[src/rtl/adc_snap_ctrl.sv]
// ADC snapshot controller: arms on ctrl_arm rising edge, captures 2^ADDR_W samples after a trigger.
// Optional macro SNAP_TRIG_TIMEOUT_EN forces a capture after TIMEOUT cycles spent armed.
module adc_snap_ctrl #(
    parameter int          ADDR_W  = 10,
    parameter int          DATA_W  = 32,
    parameter int unsigned TIMEOUT = 65535
) (
    input  logic              user_clk,
    input  logic              user_rst,
    input  logic              ctrl_arm,
    input  logic              trig,
    input  logic              din_valid,
    input  logic [DATA_W-1:0] din,
    output logic              snap_we,
    output logic [ADDR_W-1:0] snap_addr,
    output logic [DATA_W-1:0] snap_data,
    output logic [31:0]       status
);

    typedef enum logic [1:0] {
        S_IDLE    = 2'd0,
        S_ARMED   = 2'd1,
        S_CAPTURE = 2'd2,
        S_DONE    = 2'd3
    } state_t;

    state_t              r_state;
    state_t              w_state_nxt;
    logic                r_arm_d;
    logic [ADDR_W-1:0]   r_addr;
    logic [ADDR_W:0]     r_wcnt;
    logic [7:0]          r_seq;

    logic                w_arm;
    logic                w_rearm;
    logic                w_force;
    logic                w_start;
    logic                w_accept;
    logic                w_last;
    logic [ADDR_W-1:0]   w_wr_addr;
    logic [ADDR_W:0]     w_wcnt_nxt;
    logic [7:0]          w_seq_nxt;
    logic                w_forced_nxt;
    logic [15:0]         w_wcnt_ext;

    assign w_arm   = ctrl_arm & ~r_arm_d;
    assign w_rearm = w_arm & ((r_state == S_IDLE) | (r_state == S_DONE));

`ifdef SNAP_TRIG_TIMEOUT_EN
    logic [31:0] r_tmo_cnt;
    logic        r_forced;

    // Counter restarts whenever the FSM leaves ARMED and saturates at TIMEOUT.
    always_ff @(posedge user_clk) begin
        if (user_rst) begin
            r_tmo_cnt <= '0;
            r_forced  <= 1'b0;
        end else begin
            if (r_state != S_ARMED)
                r_tmo_cnt <= '0;
            else if (r_tmo_cnt != TIMEOUT)
                r_tmo_cnt <= r_tmo_cnt + 32'd1;
            r_forced <= w_forced_nxt;
        end
    end

    assign w_force      = (r_tmo_cnt == TIMEOUT);
    assign w_forced_nxt = w_rearm ? 1'b0 : ((w_start & ~trig) ? 1'b1 : r_forced);
`else
    assign w_force      = 1'b0;
    assign w_forced_nxt = 1'b0;
`endif

    always_ff @(posedge user_clk) begin
        if (user_rst)
            r_state <= S_IDLE;
        else
            r_state <= w_state_nxt;
    end

    always_comb begin
        w_state_nxt = r_state;
        case (r_state)
            S_IDLE:    if (w_arm) w_state_nxt = S_ARMED;
            S_ARMED:   if (w_start) w_state_nxt = S_CAPTURE;
            S_CAPTURE: if (w_accept && w_last) w_state_nxt = S_DONE;
            S_DONE:    if (w_arm) w_state_nxt = S_ARMED;
            default:   w_state_nxt = S_IDLE;
        endcase
    end

    always_comb begin
        w_start    = (r_state == S_ARMED) & din_valid & (trig | w_force);
        w_accept   = w_start | ((r_state == S_CAPTURE) & din_valid);
        w_wr_addr  = w_start ? '0 : r_addr;
        w_last     = (w_wr_addr == {ADDR_W{1'b1}});
        w_wcnt_nxt = w_rearm ? '0 : (w_accept ? r_wcnt + 1'b1 : r_wcnt);
        w_seq_nxt  = ((r_state == S_CAPTURE) && w_accept && w_last) ? r_seq + 8'd1 : r_seq;
        w_wcnt_ext = 16'(w_wcnt_nxt);
    end

    // Status is built from next-state values so it lines up with the state register.
    always_ff @(posedge user_clk) begin
        if (user_rst) begin
            r_arm_d   <= 1'b1;
            snap_we   <= 1'b0;
            snap_addr <= '0;
            snap_data <= '0;
            r_addr    <= '0;
            r_wcnt    <= '0;
            r_seq     <= '0;
            status    <= '0;
        end else begin
            r_arm_d <= ctrl_arm;
            snap_we <= w_accept;
            if (w_accept) begin
                snap_addr <= w_wr_addr;
                snap_data <= din;
                r_addr    <= w_wr_addr + 1'b1;
            end
            r_wcnt <= w_wcnt_nxt;
            r_seq  <= w_seq_nxt;
            status <= {w_state_nxt == S_DONE, w_state_nxt == S_ARMED,
                       w_state_nxt == S_CAPTURE, w_forced_nxt, 4'b0000,
                       w_seq_nxt, w_wcnt_ext};
        end
    end

endmodule

[config.mk]
export PLATFORM = sky130hd
export DESIGN_NAME = adc_snap_ctrl
export DESIGN_NICKNAME = d
export VERILOG_FILES = /design/src/rtl/adc_snap_ctrl.sv
export SDC_FILE = /design/constraint.sdc
export NUM_CORES = 1
export LEC_CHECK = 0
export CAP_MARGIN = 20
export CORE_ASPECT_RATIO = 2
export CORE_UTILIZATION = 55
export CTS_CLUSTER_DIAMETER = 120
export DETAILED_ROUTE_END_ITERATION = 6
export DONT_BUFFER_PORTS = 1
export PLACE_DENSITY_LB_ADDON = 0.2
export SETUP_SLACK_MARGIN = 0.05
export SLEW_MARGIN = 5
export SYNTH_ARGS = -nofsm -noshare
export SYNTH_HDL_FRONTEND = slang
export SYNTH_SLANG_ARGS = --single-unit
[constraint.sdc]
create_clock -name user_clk -period 2.49 [get_ports user_clk]
set_input_delay 0 -clock user_clk [delete_from_list [all_inputs] [get_ports user_clk]]
set_output_delay 0 -clock user_clk [all_outputs]
set_load 0.1 [all_outputs]
==> results of run 1 <==
cell usage after synthesis, drive strengths merged, types with 2 or more instances:
master	count	area [µm²]
nand2	105	394
dfxtp	78	1560
a21oi	53	269
nor2	22	85.1
buf	19	130
xnor2	12	105
clkbuf	11	41.3
o21ai	10	50.1
nand3	9	45.0
nand4	8	65.1
inv	7	26.3
or3	7	43.8
and2	5	31.3
and3	5	31.3
ha	5	62.6
nor3	5	25.0
nor4	3	18.8
o31ai	3	22.5
xor2	3	26.3
a32oi	2	17.5
and4	2	20.0
mux2i	2	20.0
nor2b	2	12.5
or4	2	15.0
path summary, 6_finish.rpt:
path,end,depth (start not counted),startpoint
worst max-delay path,status[23],10,r_state[1]
worst min register to register,snap_addr[0],2,snap_addr[0]
worst max register to register,status[23],10,r_state[1]
worst min-delay path,r_addr[6],4,trig
cell usage in the layout, fill, tap and decap left out, types with 4 or more instances in the layout:
master,n
a21oi_1,52
and2_1,5
and3_1,5
buf_4,72
clkbuf_16,9
clkbuf_8,4
conb_1,10
dfxtp_1,78
dlygate4sd3_1,36
ha_1,4
inv_1,7
nand2_1,105
nand3_1,9
nand4_1,7
nor2_1,21
nor3_1,5
o21ai_0,10
or3_1,7
xnor2_1,12
cells by family after synthesis:
kind of cell,Yosys count,synth area share
other cells,1,0.00117
fa+ha+maj,5,0.0195
flops,78,0.487
mux,2,0.00625
compound gates,75,0.131
buf+inv,37,0.0617
xor+xnor,15,0.0410
simple gates,178,0.252
metrics by stage:
step | instance area (µm²) | utilization | instances
finish | 4370 | 0.772 | 555
global route | 4370 | 0.772 | 555
floorplan | 3240 | - | 400
detailed placement | 3650 | 0.644 | 498
global placement | 3650 | 0.644 | 498
CTS | 4320 | 0.762 | 550
worst max-delay path, delay by kind of cell, from the launching register on:
family / cells / cell delay (ns)
flip-flops: 1 / 0.38
AO/OA/AOI/OAI: 2 / 0.36
buffers and inverters: 2 / 0.27
AND/OR/NAND/NOR: 4 / 0.83
adder cells (fa/ha/maj): 2 / 0.40
power by group through the flow:
| stage | sequential (mW) | clock [mW] | combinational (mW) |
|---|---|---|---|
| after CTS | 1.34 | 1.27 | 0.542 |
| final | 1.34 | 1.25 | 0.553 |
| after global placement | 1.36 | 0 | 0.474 |
| after floorplan | 1.57 | 0 | 0.222 |
| after detailed placement | 1.36 | 0 | 0.480 |
| after global routing | 1.34 | 1.32 | 0.579 |
layer usage:
metal | wire length (µm) | share of wire | GRT usage
met5 | 0 | 0 | 0
met4 | 355 | 0.041 | 0.188
met3 | 513 | 0.060 | 0.0776
met2 | 4630 | 0.54 | 0.520
met1 | 3060 | 0.36 | 0.270
registers in the layout (all words and copies together) (netlist names):
name       flops
snap_data     32
status        22
r_addr        10
snap_addr     10
r_state        2
r_arm_d        1
snap_we        1
final cells by class:
class / instances / area [µm²]
Sequential cell: 78 / 1560
Multi-Input combinational cell: 285 / 1500
Fill cell: 387 / 1290
Timing Repair Buffer: 109 / 921
Clock buffer: 15 / 288
Tap cell: 61 / 76.3
Inverter: 7 / 26.3
repair_timing:
action / CTS / global route
buffers inserted: 0 / 5
resized for setup: 0 / 3
hold buffers: 37 / 0
endpoints found under the hold margin: 58 / 0
endpoints found under the setup margin: 0 / 9
==> summary.txt, run 1 <==
STA
  • Setup TNS after final layout: 0 ns
  • Final-report setup violation count: 0
  • Hold violation total from the final report: 1
  • Rel. slew slack: 0.378
  • Min setup slack post-route: 0.195 ns
  • Tcrit/Tclk final: 0.922
  • Fmax: 436 MHz
  • RSZ-0062 raised after global routing: no
  • Final-layout worst hold slack: -0.00313 ns
  • Worst Clk Skew: 0.00558 ns
  • Slew of the pin with the lowest slew margin: 0.931 ns
  • Min Tclk post-route: 2.30 ns
  • Number of pins with negative max-slew slack in the final report: 0

Hold path
  • Classification of the worst-slack hold path: in -> reg

Finish
  • N_diodes: 0
  • Area overhead of the layout relative to synthesis: 36.3%
  • Count of nets after finishing: 532
  • Ratio of cells with drive above 1 in the final layout: 0.188

Power
  • VDD IR max: 0.000698 V
  • Switching share of power: 0.302
  • Power density of the placed cells: 719 mW/mm²
  • Combinational Power Share: 0.176
  • Cell internal pwr: 2.19 mW
  • Power after layout: 3.14 mW
  • Flop pwr share: 0.426
  • Static leakage: 1.74 nW
  • Power spent charging and discharging nets: 0.948 mW
  • Share of total power in the clock network: 0.398

Clock network
  • Clock Sink Count: 78
  • Root cell of the clock tree: clkbuf_16
  • Clock insertion delay at the later pin of the skew report: 0.34 ns
  • TritonCTS clock tree: built
  • Number of H-tree levels: 3
  • Maximum clock path buffer count: 2
  • Clock Pin Slew Worst Setup and Hold Paths: 0.06 ns
  • Clock buffer count from CTS: 9

Logic synthesis
  • Number of library cell types mapped by synthesis: 42
  • Sequential share of the synthesized area: 0.487
  • Share of flip-flops with an asynchronous set or reset: 0
  • Number of standard cells after synthesis: 391
  • Mapped Area: 0.00321 mm²
  • Flops & latches, synth: 78
  • Number of enable-type register cells in the synthesized netlist: 0
  • Syn Area/Cell: 8.20 µm²
  • Prevailing post-synth register cell: dfxtp_1
  • Synthesis Warnings: 0

Placement
  • Worst setup slack after placement: 0.122 ns
  • HPWL after detailed placement: 5.18 mm
  • Port Buffer Count: 0
  • RD Place Congestion: 0.834

Floorplanning
  • Initial core utilization: 0.566
  • Height of the die: 110 µm
  • Total core area: 0.00566 mm²
  • Ports placed on the boundary: 112
  • Chip Width: 56.0 µm
  • Area of the die: 0.00616 mm²
  • Standard-cell rows: 39

Global routing
  • Total congestion overflow after global routing: 0
  • Global router's overall resource usage: 0.283
  • Antenna violations before repair: 0
  • Via count of the first global-routing pass: 2858
  • Wire length of the first global-routing pass: 13.3 mm
  • Pin count of the biggest net entering global routing: 52

Critical path
  • Critical path endpoint category: register
  • Kind of critical path: reg -> reg
  • Top fanout value on the critical path: 9
  • Flop-to-flop setup slack: 0.19 ns
  • Critical Path Start Type: register
  • Critical-path cell list: inv_1 > ha_1 > nand3_1 > and2_1 > ha_2 > a21boi_4 > nand4_4 > buf_4 > or3_1 > a21oi_1
  • Cell with the biggest individual delay on the critical path: dfxtp_1
  • Endpoint arrival time on the critical path: 2.56 ns
  • Slowest stage delay, CP: 0.38 ns
  • Required time worst endpoint: 2.76 ns

Outcome
  • Violated checks: negative hold slack
  • Status: complete, but fails checks

Detailed routing
  • Drt drc: 0
  • Initial detailed-routing violation count: 134
  • Final ANT Viol Nets: 0
  • Final routed wirelength across all metal layers: 8.56 mm
  • Detailed-route via count: 3014
  • Vias per std cell: 5.43
  • DRT Pass-1 Iters: 4
  • Wire per inst: 15.4 µm

Run
  • Max-capacitance violation count: 0
Note: power is estimated with default switching activity, not from simulation.
==> inputs of run 2 (changes only) <==
Settings changed: CORE_ASPECT_RATIO 2 to 0.6.
Clock period 2.49 ns to 2.55 ns, I/O delays scaled along.
==> summary.txt, run 2 (synthesized netlist as in run 1, its figures left out) <==
Critical path
  • Required time worst endpoint: 2.81 ns (+0.05 ns)
  • Critical Path Start Type: register
  • Critical path endpoint category: register
  • Top fanout value on the critical path: 12 (+3)
  • Cell family with the largest share of critical-path delay: simple AND/OR/NAND/NOR gates
  • Cell with the biggest individual delay on the critical path: dfxtp_1
  • Total buffers and inverters traversed by the critical path: 2 (unchanged)
  • Most frequent CP cell: ha_1
  • Kind of critical path: reg -> reg
  • Critical-path cell list: inv_1 > ha_1 > nand3_2 > and2_1 > ha_1 > a21boi_4 > nand4_4 > buf_4 > a32o_1 > nor3_1
  • Slowest stage delay, CP: 0.38 ns (about the same)
  • Endpoint arrival time on the critical path: 2.61 ns (+0.05 ns)

Global routing
  • Wire length of the first global-routing pass: 12.2 mm (-8.2%)
  • Antenna violations before repair: 0 (unchanged)
  • Pin count of the biggest net entering global routing: 52 (unchanged)
  • GRT Max-Usage Layer: met2
  • Via count of the first global-routing pass: 2708 (-5.2%)
  • Total congestion overflow after global routing: 0 (unchanged)
  • Met2 Usage GRT: 0.434 (-0.0851)
  • Global router's overall resource usage: 0.262 (-0.0212)
  • Met1 Resource Use GR: 0.327 (+0.0568)
  • GR met3 Demand/Resource: 0.0885 (+0.0109)

STA
  • Worst Clk Skew: 0.00617 ns (+0.000595 ns)
  • Tcrit/Tclk final: 0.918 (-0.00349)
  • Number of pins with negative max-slew slack in the final report: 0 (unchanged)
  • Rel. slew slack: 0.359 (-0.0196)
  • RSZ-0062 raised after global routing: yes
  • Final-report setup violation count: 0 (unchanged)
  • Setup TNS after final layout: 0 ns (unchanged)
  • Slew of the pin with the lowest slew margin: 0.960 ns (+0.0294 ns)
  • Min Tclk post-route: 2.34 ns (+0.0464 ns)
  • Hold violation total from the final report: 0 (-1)
  • Fmax: 427 MHz (-2.0%)

Finish
  • Summed area of non-filler cells in the final layout: 0.00430 mm² (-1.6%)
  • Commonest non-fill, non-tap cell in the layout: nand2_1
  • Register with the highest flop count: snap_data
  • Max reg flops: 32 (unchanged)
  • N_diodes: 0 (unchanged)
  • Footprint of the multi-input gates: 0.00150 mm² (+0.17%)
  • Area overhead of the layout relative to synthesis: 34.1%
  • Register area: 0.00156 mm² (unchanged)
  • Count of nets after finishing: 530 (-0.38%)
  • Count of filler cells inserted in the layout: 420 (+8.5%)
  • Ratio of cells with drive above 1 in the final layout: 0.183 (-0.00570)
  • Largest registers ranked by flip-flop count: snap_data: 32 flops, status: 22 flops
  • Commonest cells after routing, fill and taps aside: nand2_1 (105), dfxtp_1 (78), buf_4 (67)

Run
  • Max-capacitance violation count: 0 (unchanged)

Floorplanning
  • Area of the die: 0.00615 mm² (-0.13%)
  • Standard-cell rows: 21 (-46%)
  • Initial core utilization: 0.573 (+0.00646)
  • Ports placed on the boundary: 112 (unchanged)
  • Height of the die: 61.1 µm (-44%)
  • Chip Width: 101 µm (+80%)
  • Total core area: 0.00560 mm² (-1.1%)

Detailed routing
  • Final routed wirelength across all metal layers: 8.20 mm (-4.2%)
  • Final ANT Viol Nets: 0 (unchanged)
  • Drt drc: 0 (unchanged)
  • Initial detailed-routing violation count: 154 (+15%)
  • Wire per inst: 14.3 µm (-7.2%)
  • DRT Pass-1 Iters: 5 (+1)
  • Vias per std cell: 5.23 (-3.7%)
  • Detailed-route via count: 2996 (-0.60%)

Clock network
  • Clock insertion delay at the later pin of the skew report: 0.34 ns (about the same)
  • Clock Sink Count: 78 (unchanged)
  • Number of setup buffers added after CTS: 0 (unchanged)
  • Number of H-tree levels: 3 (unchanged)
  • Maximum clock path buffer count: 2 (unchanged)
  • Root cell of the clock tree: clkbuf_8
  • Clock buffer count from CTS: 9 (unchanged)
  • Clock Pin Slew Worst Setup and Hold Paths: 0.07 ns (about the same)
  • TritonCTS clock tree: built

Placement
  • RD Place Congestion: 0.844 (+1.2%)
  • Port Buffer Count: 0 (unchanged)
  • Cell area reported after detailed placement: 0.00367 mm² (+0.65%)
  • HPWL after detailed placement: 4.99 mm (-3.6%)

Power
  • VDD IR max: 0.000409 V (-41%)
  • Static leakage: 1.70 nW (-2.6%)
  • Power density of the placed cells: 642 mW/mm² (-11%)

Hold path
  • Classification of the worst-slack hold path: in -> reg

Outcome
  • Status: completed
## run 2: tightest hold or removal path: cells and delay by family
family / cells / cell delay, ns
and+or+nand+nor: 2 / 0.27
AOI/OAI and AO/OA: 1 / 0.06
## run 2: through the flow
step	hold slack [ns]	total power, mW	setup slack [ns]	cells	utilization
6_report	0.0284	2.76	0.208	573	0.768
4_1_cts	0.00483	2.77	0.0901	573	0.765
2_1_floorplan	0.107	1.75	0.201	400	-
3_3_place_gp	0.0722	1.79	0.296	517	0.656
3_5_place_dp	0.0736	1.80	0.156	517	0.656
5_1_grt	0.0528	2.87	0.0353	573	0.768
## run 2: layer usage
layer  part of all wire  vias to the layer above
met4              0.014                        0
met1               0.44                     1382
met2               0.48                      111
met5                  0                        -
li1                   -                     1489
met3              0.072                       14
## run 2: where the power goes
group / leakage, nW / switching, mW / internal (mW)
logic: 0.969 / 0.413 / 0.128
registers: 0.630 / 0.0521 / 1.25
clock network: 0.0955 / 0.436 / 0.479
## run 2: layout make-up
cell class | instances | share of cell area
clock buffer | 11 | 0.0329
clock inverter | 5 | 0.0137
inverter | 7 | 0.00611
multi-input combinational | 285 | 0.348
sequential | 78 | 0.363
tap | 80 | 0.0233
timing repair buffer | 107 | 0.212
## run 2: path summary, 6_finish.rpt
check                 from       endpoint  slack (ns)  cells past startpoint
max             r_state[1]     status[30]        0.21                     10
min              din_valid   snap_addr[7]        0.03                      3
max reg2reg     r_state[1]     status[30]        0.21                     10
min reg2reg  snap_data[14]  snap_data[14]        0.46                      2
## run 2: timing repair
item                                    in CTS  in global routing
hold buffers                                40                  0
endpoints found under the setup margin       0                 12
endpoints found under the hold margin       57                  0
gates resized for setup                      0                  3
==> inputs of run 3 (changes only) <==
Settings changed: CELL_PAD_IN_SITES_DETAIL_PLACEMENT set to 0, CELL_PAD_IN_SITES_GLOBAL_PLACEMENT set to 2, CORE_UTILIZATION 55 to 35.
==> summary.txt, run 3 (synthesized netlist as in run 1, its figures left out) <==
Outcome
  • Status: complete, but fails checks
  • Violated checks: design-rule violations

Finish
  • Count of filler cells inserted in the layout: 850 (+100%)
  • Count of nets after finishing: 532 (+0.38%)
  • Largest registers ranked by flip-flop count: snap_data: 32 flops, status: 22 flops
  • Commonest cells after routing, fill and taps aside: nand2_1 (105), dfxtp_1 (78), buf_4 (71)
  • Register area: 0.00156 mm² (unchanged)
  • Max reg flops: 32 (unchanged)
  • Ratio of cells with drive above 1 in the final layout: 0.190 (+0.00734)
  • N_diodes: 0 (unchanged)
  • Area overhead of the layout relative to synthesis: 39.9%
  • Commonest non-fill, non-tap cell in the layout: nand2_1
  • Footprint of the multi-input gates: 0.00150 mm² (-0.17%)
  • Register with the highest flop count: snap_data

Critical path
  • Top fanout value on the critical path: 36 (+24)
  • Number of cells on the worst reg-to-reg path: 9 (-1)
  • Cell family with the largest share of critical-path delay: buffers and inverters
  • Reg-to-reg startpoint: r_state[0]
  • Slowest stage delay, CP: 0.55 ns (+0.17 ns)
  • Kind of critical path: reg -> reg
  • Cell with the biggest individual delay on the critical path: dlygate4sd3_1
  • Critical Path Start Type: register
  • Endpoint arrival time on the critical path: 2.61 ns (about the same)
  • Critical-path cell list: inv_1 > ha_1 > buf_4 > a21o_1 > nand2_1 > buf_4 > nand2_1 > a21oi_1 > dlygate4sd3_1
  • Required time worst endpoint: 2.83 ns (+0.02 ns)
  • Total buffers and inverters traversed by the critical path: 4 (+2)
  • Critical path endpoint category: register
  • Capturing point of the worst reg2reg path: snap_data[8]
  • Flop-to-flop setup slack: 0.22 ns (about the same)

Clock network
  • Clock Pin Slew Worst Setup and Hold Paths: 0.06 ns (about the same)
  • Clock buffer count from CTS: 9 (unchanged)
  • Maximum clock path buffer count: 2 (unchanged)
  • Clock Sink Count: 78 (unchanged)
  • Number of H-tree levels: 3 (unchanged)
  • TritonCTS clock tree: built
  • Clock insertion delay at the later pin of the skew report: 0.33 ns (about the same)
  • Root cell of the clock tree: clkbuf_16

Floorplanning
  • Standard-cell rows: 26 (+24%)
  • Height of the die: 76.1 µm (+25%)
  • Initial core utilization: 0.369 (-0.204)
  • Chip Width: 126 µm (+25%)
  • Total core area: 0.00869 mm² (+55%)
  • Area of the die: 0.00956 mm² (+55%)
  • Ports placed on the boundary: 112 (unchanged)

Hold path
  • Number of instances on the worst hold path: 3 (unchanged)
  • Startpoint of the worst hold path: trig
  • Classification of the worst-slack hold path: in -> reg
  • Hold Path End: r_addr[0]

STA
  • Fmax: 429 MHz (+0.55%)
  • Number of pins with negative max-slew slack in the final report: 0 (unchanged)
  • Hold violation total from the final report: 0 (unchanged)
  • Min setup slack post-route: 0.221 ns (+0.0128 ns)
  • Rel. slew slack: 0.369 (+0.0104)
  • Final-report setup violation count: 0 (unchanged)
  • Tcrit/Tclk final: 0.913 (-0.00504)
  • Slew of the pin with the lowest slew margin: 0.945 ns (-0.0156 ns)
  • Setup TNS after final layout: 0 ns (unchanged)
  • Worst Clk Skew: 0.00202 ns (-0.00416 ns)
  • Min Tclk post-route: 2.33 ns (-0.0128 ns)
  • RSZ-0062 raised after global routing: no
  • Final-layout worst hold slack: 0.0408 ns (+0.0124 ns)

Global routing
  • Via count of the first global-routing pass: 2901 (+7.1%)
  • Antenna violations before repair: 0 (unchanged)
  • Total congestion overflow after global routing: 0 (unchanged)
  • Wire length of the first global-routing pass: 14.0 mm (+14%)
  • Global router's overall resource usage: 0.185 (-0.0773)
  • Pin count of the biggest net entering global routing: 52 (unchanged)

Run
  • Max-capacitance violation count: 0 (unchanged)

Placement
  • Port Buffer Count: 0 (unchanged)
  • Worst setup slack after placement: 0.197 ns (+0.0403 ns)
  • HPWL after detailed placement: 5.51 mm (+10%)
  • RD Place Congestion: 0.756 (-10%)

Detailed routing
  • Vias per std cell: 4.76 (-9.0%)
  • Final routed wirelength across all metal layers: 8.37 mm (+2.1%)
  • Detailed-route via count: 2889 (-3.6%)
  • Initial detailed-routing violation count: 152 (-1.3%)
  • Final ANT Viol Nets: 0 (unchanged)
  • Wire per inst: 13.8 µm (-3.6%)
  • DRT Pass-1 Iters: 6 (+1)
  • Drt drc: 6 (+6)

Power
  • Static leakage: 1.76 nW (+3.9%)
  • Power density of the placed cells: 737 mW/mm² (+15%)
  • VDD IR max: 0.000455 V (+11%)
-- run 3: per-stage QoR --
step | total power, mW | utilization | cells | area, µm²
3_5_place_dp | 1.81 | 0.430 | 552 | 3730
6_report | 3.30 | 0.516 | 607 | 4490
5_1_grt | 3.43 | 0.516 | 607 | 4490
2_1_floorplan | 1.75 | - | 400 | 3240
4_1_cts | 3.34 | 0.514 | 606 | 4460
3_3_place_gp | 1.80 | 0.430 | 552 | 3730
-- run 3: per-layer routing --
metal | vias to the layer above | part of all wire | GRT usage
met1 | 1306 | 0.51 | 0.239
met2 | 77 | 0.42 | 0.286
met5 | - | 0 | 0
met4 | 0 | 0.0098 | 0.0585
met3 | 9 | 0.060 | 0.0646
li1 | 1497 | - | -
-- run 3: cell type report --
| class | count | share of cell area |
|---|---|---|
| Clock buffer | 10 | 0.0510 |
| Clock inverter | 6 | 0.0245 |
| Inverter | 7 | 0.00586 |
| Multi-Input combinational cell | 285 | 0.333 |
| Sequential cell | 78 | 0.348 |
| Tap cell | 112 | 0.0312 |
| Timing Repair Buffer | 109 | 0.206 |
-- run 3: power by group --
part,total [mW],switching [mW],internal [mW]
sequential,1.31,0.0517,1.26
combinational,0.542,0.412,0.130
clock,1.45,0.500,0.954
-- run 3: worst max-delay path by stage --
stage / start / endpoint / slack, ns / cells past startpoint
final: r_state[0] / snap_data[8] / 0.22 / 9
after global routing: r_state[0] / snap_data[8] / 0.05 / 9
after CTS: r_state[0] / snap_data[8] / 0.07 / 7
after detailed placement: r_state[1] / status[19] / 0.20 / 10
after global placement: r_state[1] / status[19] / 0.32 / 10
after floorplan: r_state[1] / status[23] / 0.20 / 12
-- run 3: tightest hold or removal path: stages --
cell     delay (ns)
nand3_1        0.11
buf_4          0.16
a21oi_1        0.06
-- run 3: what timing repair did --
item | 4_1_cts | 5_1_grt
resized for setup | 0 | 3
endpoints found under the setup margin | 0 | 6
endpoints found under the hold margin | 57 | 0
hold buffers | 38 | 0
setup buffers | 0 | 1
